**src/rtl/pkg_ili9341.sv**
```systemverilog
// Shared types and constants for the ILI9341 SPI link models.
package pkg_ili9341;

  typedef enum logic [1:0] {
    IDLE,
    RX,
    TX_ID
  } st_spi_slv_state_e;

  typedef struct packed {
    logic       dc;
    logic [7:0] data;
  } st_rx_entry;

  localparam logic [7:0] RDDID = 8'h04;

endpackage

```
**src/rtl/spi_rx_fifo.sv**
```systemverilog
// Show-ahead receive FIFO with wrap-bit pointers and a sticky overflow flag.
module spi_rx_fifo
  import pkg_ili9341::*;
#(
  parameter int unsigned Depth = 8
) (
  input  logic       clk,
  input  logic       rst,
  input  logic       push_i,
  input  st_rx_entry wdata_i,
  input  logic       pop_i,
  input  logic       clr_ovf_i,
  output st_rx_entry rdata_o,
  output logic       empty_o,
  output logic       full_o,
  output logic       overflow_o
);

  localparam int unsigned AW = $clog2(Depth);

  logic [AW:0] wr_ptr_q, wr_ptr_d, rd_ptr_q, rd_ptr_d;
  logic        ovf_q, ovf_d;
  logic        do_push, do_pop, drop;
  st_rx_entry  mem_q [Depth];

  assign empty_o    = (wr_ptr_q == rd_ptr_q);
  assign full_o     = (wr_ptr_q[AW] != rd_ptr_q[AW]) &&
                      (wr_ptr_q[AW-1:0] == rd_ptr_q[AW-1:0]);
  assign rdata_o    = mem_q[rd_ptr_q[AW-1:0]];
  assign overflow_o = ovf_q;

  always_comb begin
    do_pop   = pop_i & ~empty_o;
    // A same-cycle pop frees the slot, so a push into a full FIFO still lands.
    do_push  = push_i & (~full_o | do_pop);
    drop     = push_i & full_o & ~do_pop;
    wr_ptr_d = wr_ptr_q + (AW+1)'(do_push);
    rd_ptr_d = rd_ptr_q + (AW+1)'(do_pop);
    ovf_d    = (ovf_q & ~clr_ovf_i) | drop;
  end

  always_ff @(posedge clk or negedge rst) begin
    if (!rst) begin
      wr_ptr_q <= '0;
      rd_ptr_q <= '0;
      ovf_q    <= 1'b0;
    end else begin
      wr_ptr_q <= wr_ptr_d;
      rd_ptr_q <= rd_ptr_d;
      ovf_q    <= ovf_d;
    end
  end

  always_ff @(posedge clk) begin
    if (do_push) mem_q[wr_ptr_q[AW-1:0]] <= wdata_i;
  end

endmodule

```
**src/rtl/ili_spi_slave.sv**
```systemverilog
// ILI9341-side SPI responder: oversampled receive into a FIFO, ID read-back on MISO.
module ili_spi_slave
  import pkg_ili9341::*;
#(
  parameter int unsigned FIFO_DEPTH = 8,
  parameter logic [7:0]  ID_CMD     = RDDID
) (
  input  logic        clk,
  input  logic        rst,
  input  logic        i_sclk,
  input  logic        i_mosi,
  input  logic        i_dc,
  input  logic        i_cs,
  input  logic [23:0] i_id_data,
  input  logic        i_rd_en,
  input  logic        i_clr_ovf,
  output logic        o_miso,
  output logic        o_miso_oe,
  output logic [8:0]  o_rd_data,
  output logic        o_empty,
  output logic        o_full,
  output logic        o_overflow,
  output logic        o_frame_err
);

  logic [2:0] sclk_sync_q, cs_sync_q;
  logic [1:0] mosi_sync_q, dc_sync_q;

  always_ff @(posedge clk or negedge rst) begin
    if (!rst) begin
      sclk_sync_q <= 3'b000;
      cs_sync_q   <= 3'b111;
      mosi_sync_q <= 2'b00;
      dc_sync_q   <= 2'b00;
    end else begin
      sclk_sync_q <= {sclk_sync_q[1:0], i_sclk};
      cs_sync_q   <= {cs_sync_q[1:0], i_cs};
      mosi_sync_q <= {mosi_sync_q[0], i_mosi};
      dc_sync_q   <= {dc_sync_q[0], i_dc};
    end
  end

  logic cs_lo, cs_rise, rise, fall, mosi_s, dc_s;
  assign cs_lo   = ~cs_sync_q[1];
  assign cs_rise = cs_sync_q[1] & ~cs_sync_q[2];
  assign rise    = cs_lo & sclk_sync_q[1] & ~sclk_sync_q[2];
  assign fall    = cs_lo & ~sclk_sync_q[1] & sclk_sync_q[2];
  assign mosi_s  = mosi_sync_q[1];
  assign dc_s    = dc_sync_q[1];

  st_spi_slv_state_e state_q, state_d;
  logic [2:0]  bit_cnt_q, bit_cnt_d;
  logic [6:0]  shift_q, shift_d;
  logic [4:0]  tx_cnt_q, tx_cnt_d;
  logic [23:0] id_q, id_d;
  logic        miso_q, miso_d, miso_oe_q, miso_oe_d, frame_err_q, frame_err_d;
  logic        push, rx_en;
  st_rx_entry  push_entry;

  always_comb begin
    state_d     = state_q;
    bit_cnt_d   = bit_cnt_q;
    shift_d     = shift_q;
    tx_cnt_d    = tx_cnt_q;
    id_d        = id_q;
    miso_d      = miso_q;
    miso_oe_d   = miso_oe_q;
    frame_err_d = 1'b0;
    push        = 1'b0;
    push_entry  = '{dc: dc_s, data: {shift_q, mosi_s}};
    // An edge arriving in the same cycle CS is first seen low is still captured.
    rx_en       = (state_q == RX) || (state_q == IDLE && cs_lo);

    if (cs_rise) begin
      state_d     = IDLE;
      bit_cnt_d   = 3'd0;
      tx_cnt_d    = 5'd0;
      miso_d      = 1'b0;
      miso_oe_d   = 1'b0;
      frame_err_d = (state_q == RX) && (bit_cnt_q != 3'd0);
    end else begin
      if (state_q == IDLE && cs_lo) state_d = RX;
      if (rx_en && rise) begin
        shift_d   = {shift_q[5:0], mosi_s};
        bit_cnt_d = bit_cnt_q + 3'd1;
        if (bit_cnt_q == 3'd7) begin
          push = 1'b1;
          if (!dc_s && {shift_q, mosi_s} == ID_CMD) begin
            state_d   = TX_ID;
            id_d      = i_id_data;
            miso_d    = i_id_data[23];
            miso_oe_d = 1'b1;
            tx_cnt_d  = 5'd0;
          end
        end
      end
      if (state_q == TX_ID) begin
        if (rise) begin
          tx_cnt_d = tx_cnt_q + 5'd1;
          if (tx_cnt_q == 5'd23) begin
            state_d   = RX;
            miso_d    = 1'b0;
            miso_oe_d = 1'b0;
          end
        // The fall closing the command byte must not consume ID bit 23.
        end else if (fall && tx_cnt_q != 5'd0) begin
          id_d   = {id_q[22:0], 1'b0};
          miso_d = id_q[22];
        end
      end
    end
  end

  always_ff @(posedge clk or negedge rst) begin
    if (!rst) begin
      state_q     <= IDLE;
      bit_cnt_q   <= 3'd0;
      shift_q     <= 7'd0;
      tx_cnt_q    <= 5'd0;
      id_q        <= 24'd0;
      miso_q      <= 1'b0;
      miso_oe_q   <= 1'b0;
      frame_err_q <= 1'b0;
    end else begin
      state_q     <= state_d;
      bit_cnt_q   <= bit_cnt_d;
      shift_q     <= shift_d;
      tx_cnt_q    <= tx_cnt_d;
      id_q        <= id_d;
      miso_q      <= miso_d;
      miso_oe_q   <= miso_oe_d;
      frame_err_q <= frame_err_d;
    end
  end

  assign o_miso      = miso_q;
  assign o_miso_oe   = miso_oe_q;
  assign o_frame_err = frame_err_q;

  st_rx_entry rd_entry;
  assign o_rd_data = rd_entry;

  spi_rx_fifo #(
    .Depth(FIFO_DEPTH)
  ) u_fifo (
    .clk       (clk),
    .rst       (rst),
    .push_i    (push),
    .wdata_i   (push_entry),
    .pop_i     (i_rd_en),
    .clr_ovf_i (i_clr_ovf),
    .rdata_o   (rd_entry),
    .empty_o   (o_empty),
    .full_o    (o_full),
    .overflow_o(o_overflow)
  );

endmodule

```
**config.mk**
```make
export PLATFORM = sky130hd
export DESIGN_NAME = ili_spi_slave
export DESIGN_NICKNAME = d
export VERILOG_FILES = /design/src/rtl/pkg_ili9341.sv /design/src/rtl/spi_rx_fifo.sv /design/src/rtl/ili_spi_slave.sv
export SDC_FILE = /design/constraint.sdc
export NUM_CORES = 1
export LEC_CHECK = 0
export CORE_UTILIZATION = 25
export DETAILED_ROUTE_END_ITERATION = 7
export SLEW_MARGIN = 20
export SYNTH_ARGS = -nofsm -noshare
export SYNTH_HDL_FRONTEND = slang
export SYNTH_SLANG_ARGS = --single-unit
```
**constraint.sdc**
```tcl
create_clock -name clk -period 3.2 [get_ports clk]
set_clock_uncertainty 0.15 [all_clocks]
set_input_delay 0.64 -clock clk [delete_from_list [all_inputs] [get_ports clk]]
set_output_delay 0.64 -clock clk [all_outputs]
set_load 0.02 [all_outputs]
```
==> key figures <==
Detailed routing
  – Met2 WL post-DR: 5260 um
  – Metal3 WL: 441 um
  – Drt wl/cell: 15.7 um
  – ANT nets after route: 0
  – Pre-antenna DRT Iters: 4
  – Via/cell ratio: 4.48
  – DR vias: 3068
  – Met1 WL: 4940 um
  – Uppermost layer routed: met4
  – DRC viols: 0
  – Final WL: 10800 um
  – DRT iter0 DRCs: 134

STA
  – Tmin final: 3100 ps
  – Final setup vio count: 0
  – Worst-margin pin slew: 991 ps
  – Final Max Tran Viols: 0
  – Max frequency: 323 MHz
  – Setup TNS: 0 ps
  – Relative slew slack: 33.7%
  – Final period util: 96.9%
  – Final Hold Fails: 0
  – Unrepaired setup endpoints after global routing: false
  – Worst hold margin: 198 ps

Critical path
  – CP Data Arrival Time: 2310 ps
  – Worst setup SP type: flip-flop
  – Required time worst endpoint: 2410 ps
  – Critical path type: flip-flop to output port
  – R2R Setup Slk: 640 ps
  – Max Fanout on Critical Path: 12
  – CP endpoint kind: output port

Finish
  – Final net count: 438
  – Layout cells sized above 1: 22.4%
  – Ant diodes: 0
  – Synth-to-Final Area Change: 26.6%
  – Fill cells: 2023

Clocking
  – Clk sinks: 134
  – CTS Buffer Depth: 2
  – CTS tree: yes
  – Clk Latency, worst-skew pair: 420 ps
  – Clock slew at reported path FFs: 60 ps
  – Total CTS buffers: 17
  – CTS root buf: clkbuf_16
  – H-tree levels: 4

Die
  – I/O pin cnt: 47
  – Starting Density: 25.8%
  – Die Y-Extent: 150 um
  – Core ar.: 21300 um^2
  – Die ar.: 22500 um^2
  – # rows: 53
  – Die span in x: 150 um

Synth
  – Complex-gate fraction of the synthesized area: 9.17%
  – Mux contribution to synthesized area: 11.2%
  – Cell variety after synth: 49
  – Top_reg_cell synth: edfxtp_1
  – FFs w/ async S/R, synth: 46.3%
  – Synth Warn #: 0
  – XOR/XNOR Fraction of Synth Area: 1.28%
  – Simple-Gate Fraction of Synth Area: 6.02%
  – Number of enable flip-flop cells after synthesis: 72
  – Mean post-synth cell area: 16.6 um^2
  – Post-synth net total: 371
  – Yosys reg bits: 134
  – Gate Count Post-Synth: 330
  – Largest family of logic cells by synthesized area: multiplexers
  – Adder and majority cell fraction of the synthesized area: 2.05%
  – Syn Std Cell Area: 5490 um^2
  – Sequential-to-total area share from yosys stat: 67.7%

Power
  – Peak VDD IR: 0.000355 V
  – Leakage power: 2.72 nW
  – PwrDens: 748 nW/um^2

Status
  – Status: finished, final reports clean

Global routing
  – Initial antenna violation count: 1
  – Number of global-route vias before repair: 3255
  – GRT Residual Overflow: 0
  – Largest net degree at the start of global routing: 63
  – Global-route wire length before repair: 17400 um
  – Total track usage: 10.5%

Flow run
  – Max Cap Violations: 0

Worst hold path
  – Hold WC Path Type: flip-flop to flip-flop

Placed design
  – Routability congestion estimate: 0.746
  – Dpl hpwl: 6860 um
  – Number of port buffers: 46
critical path: stages (launching register included):
cell             delay, ps
dfrtp_2                410
buf_12                 170
mux4_2                 510
mux2_2                 270
clkdlybuf4s50_1        530
layout by cell type (no fill, tap or decap), types with 2 or more instances in the layout:
master / instances
inv_1: 10
nor2_1: 9
dfrtp_1: 58
o21ba_1: 22
clkinvlp_4: 3
edfxtp_1: 72
clkdlybuf4s50_1: 38
nand2b_1: 4
nor3_1: 5
mux4_2: 18
a21oi_1: 5
clkbuf_8: 4
buf_4: 16
mux2_2: 16
xnor2_1: 5
clkinv_4: 2
o21bai_1: 2
o22ai_1: 22
nand3_1: 7
mux2i_1: 3
dfstp_2: 3
a211oi_1: 3
dlygate4sd2_1: 6
nor2b_1: 2
nor4_1: 2
clkbuf_16: 18
nand2_1: 12
xor2_1: 3
ha_1: 9
bufinv_16: 2
metrics by stage:
step	setup WS (ps)	instance area, um^2	utilization [%]	std cells	power [mW]
CTS	27.2	6940	32.6	685	5.26
global route	16.4	6950	32.6	685	5.42
detailed placement	387	6290	29.5	648	3.24
finish	100	6950	32.6	685	5.20
global placement	400	6290	29.5	648	3.21
floorplan	563	5490	-	330	2.79
repair_timing:
| action | 4_1_cts | 5_1_grt |
|---|---|---|
| gates resized for setup | 6 | 2 |
| endpoints found under the hold margin | 0 | 0 |
| hold buffers | 0 | 0 |
| endpoints found under the setup margin | 9 | 5 |
| setup buffers | 5 | 0 |
Yosys cell counts, types with 5 or more instances:
cell type	count	share of area, %
a21oi_1	5	0.46
mux4_2	18	7.4
ha_1	9	2.1
nand2_1	12	0.82
xnor2_1	5	0.80
nand3_1	7	0.64
o22ai_1	22	2.5
inv_1	10	0.68
mux2_2	16	3.3
nor2_1	9	0.62
nor3_1	5	0.46
o21ba_1	22	4.0
buf_4	5	0.68
edfxtp_1	72	39
dfrtp_1	59	27
routing by layer:
layer	vias up	GRT usage [%]
li1	1415	-
met1	1582	12.5
met2	61	17.1
met3	10	4.00
met4	0	3.94
met5	-	0
final timing paths:
path | startpoint | endpoint | cells after the start
hold reg to reg | mosi_sync_q[0] | mosi_sync_q[1] | 0
min in group asynchronous | rst | o_frame_err | 2
max in group asynchronous | rst | u_fifo.rd_ptr_q[0] | 2
hold / removal | mosi_sync_q[0] | mosi_sync_q[1] | 0
setup reg to reg | bit_cnt_q[0] | o_miso | 6
setup / recovery | u_fifo.rd_ptr_q[0] | o_rd_data[2] | 4
kinds of logic after synthesis:
logic type,after synthesis
AND/OR/NAND/NOR,53
AO/OA/AOI/OAI,64
multiplexers,37
XOR/XNOR,8
adder cells (fa/ha/maj),9
flip-flops,134
buffers and inverters,25
area by class of cell:
type	count	area, um^2	share of cell area [%]
clock buffer	23	509	7.33
clock inverter	9	114	1.64
inverter	10	37.5	0.540
multi-input combinational	171	1630	23.5
sequential	134	3720	53.5
tap	275	344	4.95
timing repair buffer	63	591	8.50
flip-flops by register name (all words and copies together), names as in the netlist, 2 cells and up:
| name | cells |
|---|---|
| shift_q | 7 |
| id_q | 23 |
| u_fifo.mem_q | 72 |
| dc_sync_q | 2 |
| u_fifo.rd_ptr_q | 4 |
| tx_cnt_q | 5 |
| bit_cnt_q | 3 |
| sclk_sync_q | 3 |
| cs_sync_q | 3 |
| mosi_sync_q | 2 |
| u_fifo.wr_ptr_q | 4 |
| state_q | 2 |
power breakdown:
group	internal [mW]	switching [mW]	leakage (nW)
registers	1.99	0.155	1.46
clock network	1.28	0.725	0.297
logic	0.576	0.474	0.964
(Power assumes the default switching activity.)
